===== src/rtl/icache_dm_if.sv =====
// icache_dm_if: fetch-side and line-refill signals of the direct-mapped instruction cache
interface icache_dm_if #(parameter int LINE = 256);
  logic icache_read_i;
  logic [31:0] icache_addr_i;
  logic [31:0] icache_rdata_o;
  logic icache_resp_o;
  logic pmem_read_o;
  logic [31:0] pmem_address_o;
  logic [LINE-1:0] pmem_rdata_i;
  logic pmem_resp_i;
  logic [31:0] icache_miss_count_o;
  modport master(
    output icache_read_i, icache_addr_i, pmem_rdata_i, pmem_resp_i,
    input icache_rdata_o, icache_resp_o, pmem_read_o, pmem_address_o, icache_miss_count_o
  );
  modport slave(
    input icache_read_i, icache_addr_i, pmem_rdata_i, pmem_resp_i,
    output icache_rdata_o, icache_resp_o, pmem_read_o, pmem_address_o, icache_miss_count_o
  );
endinterface


===== src/rtl/icache_dm.sv =====
// icache_dm: read-only direct-mapped instruction cache with whole-line refill
module icache_dm #(
  parameter int S_INDEX = 3,
  parameter int S_OFFSET = 5,
  parameter int S_TAG = 32 - S_INDEX - S_OFFSET
) (
  input logic clk,
  input logic rst,
  icache_dm_if.slave bus
);
  localparam int SETS = 1 << S_INDEX;
  localparam int LINE = 8 << S_OFFSET;
  typedef enum logic {CHECK, FETCH} state_t;
  state_t state, state_nx;
  logic [SETS-1:0] valid;
  logic [S_TAG-1:0] tags [SETS];
  logic [LINE-1:0] data [SETS];
  logic [S_TAG-1:0] tag, lat_tag;
  logic [S_INDEX-1:0] idx, lat_idx;
  logic [S_OFFSET-3:0] word;
  logic hit, miss, fill;
  logic unused_ok;
  assign tag = bus.icache_addr_i[31-:S_TAG];
  assign idx = bus.icache_addr_i[S_OFFSET+:S_INDEX];
  assign word = bus.icache_addr_i[2+:S_OFFSET-2];
  assign unused_ok = ^bus.icache_addr_i[1:0];
  assign hit = valid[idx] && tags[idx] == tag;
  assign miss = state == CHECK && bus.icache_read_i && !hit;
  assign fill = state == FETCH && bus.pmem_resp_i;
  always_ff @(posedge clk or negedge rst)
    if (!rst) state <= CHECK;
    else state <= state_nx;
  // Responses only ever come from CHECK, so a hit that appears mid-refill waits its turn
  always_comb begin
    state_nx = state == CHECK ? (miss ? FETCH : CHECK) : (bus.pmem_resp_i ? CHECK : FETCH);
    bus.icache_resp_o = state == CHECK && bus.icache_read_i && hit;
    bus.icache_rdata_o = bus.icache_resp_o ? data[idx][{word, 5'd0}+:32] : '0;
    bus.pmem_read_o = state == FETCH;
    bus.pmem_address_o = state == FETCH ? {lat_tag, lat_idx, {S_OFFSET{1'b0}}} : '0;
  end
  always_ff @(posedge clk or negedge rst)
    if (!rst) begin
      valid <= '0;
      lat_tag <= '0;
      lat_idx <= '0;
      bus.icache_miss_count_o <= '0;
    end else begin
      if (miss) {lat_tag, lat_idx} <= {tag, idx};
      if (fill) valid[lat_idx] <= 1'b1;
      if (fill && bus.icache_miss_count_o != '1) bus.icache_miss_count_o <= bus.icache_miss_count_o + 32'd1;
    end
  always_ff @(posedge clk)
    if (fill) begin
      tags[lat_idx] <= lat_tag;
      data[lat_idx] <= bus.pmem_rdata_i;
    end
endmodule


===== src/flat_wrapper.sv =====
// flat-port wrapper written by rule: the top's interface ports become plain ports
module icache_dm_flat 
#(
  parameter int S_INDEX = 3,
  parameter int S_OFFSET = 5,
  parameter int S_TAG = 32 - S_INDEX - S_OFFSET
)
  (clk, rst, bus_icache_read_i, bus_icache_addr_i, bus_pmem_rdata_i, bus_pmem_resp_i, bus_icache_rdata_o, bus_icache_resp_o, bus_pmem_read_o, bus_pmem_address_o, bus_icache_miss_count_o);
  icache_dm_if bus_i ();
  input logic clk;
  input logic rst;
  input wire logic [$bits(bus_i.icache_read_i)-1:0] bus_icache_read_i;
  input wire logic [$bits(bus_i.icache_addr_i)-1:0] bus_icache_addr_i;
  input wire logic [$bits(bus_i.pmem_rdata_i)-1:0] bus_pmem_rdata_i;
  input wire logic [$bits(bus_i.pmem_resp_i)-1:0] bus_pmem_resp_i;
  output wire logic [$bits(bus_i.icache_rdata_o)-1:0] bus_icache_rdata_o;
  output wire logic [$bits(bus_i.icache_resp_o)-1:0] bus_icache_resp_o;
  output wire logic [$bits(bus_i.pmem_read_o)-1:0] bus_pmem_read_o;
  output wire logic [$bits(bus_i.pmem_address_o)-1:0] bus_pmem_address_o;
  output wire logic [$bits(bus_i.icache_miss_count_o)-1:0] bus_icache_miss_count_o;
  assign bus_i.icache_read_i = bus_icache_read_i;
  assign bus_i.icache_addr_i = bus_icache_addr_i;
  assign bus_i.pmem_rdata_i = bus_pmem_rdata_i;
  assign bus_i.pmem_resp_i = bus_pmem_resp_i;
  assign bus_icache_rdata_o = bus_i.icache_rdata_o;
  assign bus_icache_resp_o = bus_i.icache_resp_o;
  assign bus_pmem_read_o = bus_i.pmem_read_o;
  assign bus_pmem_address_o = bus_i.pmem_address_o;
  assign bus_icache_miss_count_o = bus_i.icache_miss_count_o;
  icache_dm #(.S_INDEX(S_INDEX), .S_OFFSET(S_OFFSET), .S_TAG(S_TAG)) u_core (.clk(clk), .rst(rst), .bus(bus_i));
endmodule

===== config.mk =====
export PLATFORM = sky130hd
export DESIGN_NAME = icache_dm_flat
export DESIGN_NICKNAME = d
export VERILOG_FILES = /design/src/rtl/icache_dm_if.sv /design/src/rtl/icache_dm.sv /design/src/flat_wrapper.sv
export SDC_FILE = /design/constraint.sdc
export NUM_CORES = 2
export LEC_CHECK = 0
export BUFFER_PORTS_ARGS = -buffer_cell sky130_fd_sc_hd__buf_2
export CAP_MARGIN = 0
export CORE_UTILIZATION = 66
export CTS_CLUSTER_DIAMETER = 80
export CTS_CLUSTER_SIZE = 10
export DETAILED_ROUTE_END_ITERATION = 6
export HOLD_SLACK_MARGIN = 0.06
export MAX_ROUTING_LAYER = met4
export PLACE_DENSITY_LB_ADDON = 0.08
export SYNTH_ARGS = -nofsm -noshare
export SYNTH_HDL_FRONTEND = slang
export SYNTH_SLANG_ARGS = --single-unit

===== constraint.sdc =====
create_clock -name clk -period 45 [get_ports clk]
set_input_delay 9 -clock clk [delete_from_list [all_inputs] [get_ports clk]]
set_output_delay 9 -clock clk [all_outputs]
set_load 0.005 [all_outputs]

### Yosys cells after proc, flatten, opt, wreduce, memory -nomap -nowiden

Memories as Yosys holds them, arrays and structs flattened.
Index checks and enable logic that the tools add are counted.

* equality and inequality tests: 2
* bitwise operators: 2
* reductions and logical operators: 8
* magnitude comparators: 3
* add/subtract/negate cells: 1
* mux-type cells: 11
* shifts and indexed selects: 1

Operators by type and width (count)
* $shiftx 256x9->32: 1
* $mux 32: 2
* $add 32x1->32 const B: 1
* $ne 32x32->1 const B: 1
* $eq 24x24->1: 1
* $lt 3x4->1 const B: 2
* $or 8x8->8: 1
* $logic_and 1x1->1: 7
* $mux 1: 7
* $bmux 1 s3: 1
* $demux 1 s3: 1
* $ge 3x1->1 const B: 1
* $logic_not 1->1: 1
* $not 1->1: 1

* memories: 2
* logic and storage cells: 35
* input bits: 292
* output and inout bits: 98
* RAM bits: 2240
* register bits after elaboration: 68

Memory list
* u_core.data: depth 8, width 256, rd ports 1, clocked after memory_dff 0, write ports 1, line icache_dm.sv:17 `logic [LINE-1:0] data [SETS];`
* u_core.tags: depth 8, width 24, rd ports 1, clocked after memory_dff 0, write ports 1, line icache_dm.sv:16 `logic [S_TAG-1:0] tags [SETS];`

### Depth between registers and ports, before layout

* depth after elaboration: 7
* gate-level depth with buffers: 11

### Worst setup path before layout

OpenSTA, ideal clock, no wires.

* kind: input to register
* start: input bus_pmem_resp_i
* end: register u_core.valid[0]
* library setup time: 0.193 ns
* path slack: 7.259 ns
* arrival: 37.548 ns
* stages on the path: 3
* required time: 44.807 ns
* path through: nand2_1 nor4_1 or2_2

* longest elaborated chain between the ends: 1

Ends and longest elaborated chain
* start, declared: line flat_wrapper.sv:15 `input wire logic [$bits(bus_i.pmem_resp_i)-1:0] bus_pmem_resp_i;`
* $logic_and 1x1->1: line icache_dm.sv:29 `assign fill = state == FETCH && bus.pmem_resp_i;`
* end signal, assigned: line icache_dm.sv:43 `valid <= '0;`
* end signal, assigned by index: line icache_dm.sv:49 `if (fill) valid[lat_idx] <= 1'b1;`
* end, declared: line icache_dm.sv:15 `logic [SETS-1:0] valid;`

No other way between the ends.
A chain may end at the register's enable or synchronous reset.

### Worst setup path after layout

* start: input bus_icache_addr_i[5]
* end: output bus_icache_rdata_o[2]

* longest elaborated chain between the ends: 5
* elaborated cells on any way between the ends: 9

Ends and longest elaborated chain
* start, declared: line flat_wrapper.sv:13 `input wire logic [$bits(bus_i.icache_addr_i)-1:0] bus_icache_addr_i;`
* branches (longest 4 deep; another with $mem_v2 8x256)
* $mux 32 (*): line icache_dm.sv:37 `bus.icache_rdata_o = bus.icache_resp_o ? data[idx][{word, 5'd0}+:32] : '0;`
* end, declared: line flat_wrapper.sv:16 `output wire logic [$bits(bus_i.icache_rdata_o)-1:0] bus_icache_rdata_o;`

Every way passes the cells marked *. The select of a mux whose other input is x is not followed.

==> flow_summary.ini <==
[status]
status = complete, no violations

[power_and_ir_drop]
p_sw_share_pct = 20.5
pwr-share-comb_pct = 6.3
p_switching_mw = 0.963
vdd_drop_max_mv = 0.0385
cellPowerDensity_nw_per_um2 = 47.0
clock_power_share_pct = 40.5
p_leak_nw = 32.2
intPower_mw = 3.73
seqPwrFrac_pct = 53.2

[final_layout]
utilization_pct = 75.6
syn_to_final_growth_pct = 13.1
drive_above_1_share_pct = 35.7
num-fill-cells = 6850
nets = 4394
final_cell_mix = 2,240 x edfxtp_1, 697 x mux4_2, 377 x buf_2, 291 x clkbuf_16, 68 x dfrtp_1
layout_commonest_cell = edfxtp_1

[synthesis]
netlist_top_cells_area = edfxtp_1 76%, mux4_2 18%, dfrtp_1 1.9%, buf_2 0.67%, mux2i_1 0.61%
syn_area_per_cell_um2 = 24.9
yosysWarnings = 0
yosys.cell_types.count = 52
yosysTopAreaCell = edfxtp_1
ys_seq_area_share_pct = 78.1
yosysTopAreaCellShare_pct = 76.1
synth_edf_count = 2240
async_reset_ff_share_pct = 2.95
ys_seq_elements = 2308
synth-main-ff-cell = edfxtp_1
synth_area_um2 = 88300
syn_inst = 3549

[detailed_routing]
dr.first_iter.drc_count = 4374
drc = 0
vias = 40148
postRouteAntennaNets = 0
firstDrtPassIters = 7
drt_wl_total_um = 195000
wire_per_inst_um = 32.6
vias_per_cell = 6.71

[global_route]
grt_pass1_vias = 42029
grt.total_usage_pct = 30.3
grt_max_degree = 169
grt_overflow_total = 0
grt_pass1_wl_um = 283000
antenna_found_initial = 100

[worst_setup_path]
worstSetupPathType = primary input to primary output
crit_family = buffers and inverters
crit_path_start_kind = primary input
path_max_fanout = 97
cp_data_arrival_time_ns = 14.68
critPathCaptureType = primary output
path_cells = buf_8, buf_4, buf_4, mux2i_1, xor2_1, nand3_1, nor4_1, nand4_1, buf_4, nor2b_1, buf_2
critPathBufInv = 5
slowest_stage = buf_4
crit_top_cell = buf_4
required_ns = 36.00
crit_path_max_incr_delay_ns = 0.86

[timing]
relSlewSlack_pct = 18.3
slew_viol_final = 0
tightestPinTransition_ns = 1.22
min_period_over_period_pct = 52.6
fin_skew_ns = 0.0270
finalSetupViolCount = 0
hold_viol = 0
rsz0062_at_grt = no
tns_ns = 0
max_clock_freq_mhz = 42.2
fin_hold_ws_ns = 0.464
min_period_ns = 23.68

[flow_run]
maxCapViolCount = 0

[clocking]
cts-root-buf = clkbuf_16
cts_resized = 0
cts_sinks = 2308
hold_buffers = 0
clkTransAtPathRegs_ns = 0.05
tritoncts = built
post_cts_buffers = 0
clk_latency_ns = 0.88
htreeDepth = 5
cts.path.max_buffers = 4
cts-buffers-inserted = 280

[floorplan]
die_w_um = 368
fp.dieH_um = 368
core_um2 = 132000
ios = 390
die_area_um2 = 135000
initial_core_util_pct = 66.9
rows = 133

[min_path]
hp-class = flop to flop

[place]
gp_congestion = 0.801
place_hpwl_um = 104000
portBuffers = 382
==> flip-flops by register name, indices dropped and copies added (netlist names) <==
| signal | cells |
|---|---|
| u_core.valid | 8 |
| u_core.bus.pmem_read_o | 1 |
| u_core.lat_idx | 3 |
| u_core.data | 2048 |
| u_core.bus.icache_miss_count_o | 32 |
| u_core.tags | 192 |
| u_core.lat_tag | 24 |
==> area by class of cell <==
| class | instances | area [um2] | area share [%] |
|---|---|---|---|
| flip-flops and latches | 2308 | 69000 | 69.0 |
| multi-input cells | 1060 | 18500 | 18.6 |
| clock buffers | 331 | 7430 | 7.44 |
| repair buffers | 447 | 2560 | 2.57 |
| well taps | 1755 | 2200 | 2.20 |
| diodes | 74 | 185 | 0.185 |
| inverters | 4 | 15.0 | 0.0150 |
| clock inverters | 1 | 3.75 | 0.00376 |
==> power by group through the flow <==
stage	logic [mW]	clock network [mW]	registers [mW]
floorplan	0.181	0	2.57
global placement	0.287	0	2.53
detailed placement	0.296	0	2.54
CTS	0.299	1.93	2.50
global route	0.313	2.00	2.50
finish	0.295	1.90	2.50
==> through the flow <==
step	total power [mW]	worst slack [ns]	cells	instance area (um2)
final	4.69	21.32	5980	99900
after global routing	4.82	20.85	5964	99900
after CTS	4.72	21.20	5906	99700
after detailed placement	2.83	21.28	5574	92300
after global placement	2.81	21.30	5574	92300
after floorplan	2.75	7.26	3553	88400
==> worst paths after layout <==
check / slack (ns) / cells after the start / end / start
max: 21.32 / 11 / bus_icache_rdata_o[2] / bus_icache_addr_i[5]
min: 0.46 / 1 / u_core.valid[7]$_DFFE_PN0P_ / u_core.valid[7]$_DFFE_PN0P_
max reg2reg: 40.21 / 6 / u_core.data[2][27]$_DFFE_PP_ / u_core.bus.pmem_read_o$_DFF_PN0_
min reg2reg: 0.46 / 1 / u_core.valid[7]$_DFFE_PN0P_ / u_core.valid[7]$_DFFE_PN0P_
max in group asynchronous: 36.00 / 2 / u_core.lat_tag[8]$_DFFE_PN0P_ / rst
min in group asynchronous: 8.38 / 2 / u_core.bus.icache_miss_count_o[1]$_DFFE_PN0P_ / rst
==> cells by family after synthesis <==
group,Yosys count,synth area share (%)
other cells,1,0.00424
buf+inv,185,1.01
simple gates,169,1.14
compound gates,48,0.419
mux,790,18.9
fa+ha+maj,1,0.0142
xor+xnor,47,0.466
flops,2308,78.1
==> routing by layer <==
layer / wire, um / track usage, % / vias to the layer above
met4: 5800 / 10.7 / 0
met5: 0 / - / -
li1: - / - / 16439
met1: 72000 / 38.5 / 21283
met3: 16700 / 7.55 / 412
met2: 101000 / 48.3 / 2014
==> synth_stat cells, drive strengths merged (2+ instances only) <==
master   instances
or4b             2
o211ai           2
nor3             5
clkbuf          46
mux4           697
inv              4
nand2           21
xnor2           30
nor2            11
a22o             4
or2              9
and4             4
a22oi            9
o21ai            6
buf            135
a21oi            5
o2111ai          2
nor2b           36
mux2i           55
nor4b            2
nand3            9
mux2            38
nand4           14
nand2b           5
a31oi            3
and3             8
nor4             6
a211oi           9
or3              4
edfxtp        2240
o22ai            4
dfrtp           68
xor2            17
and2            31
Note: power is estimated with default switching activity, not from simulation.
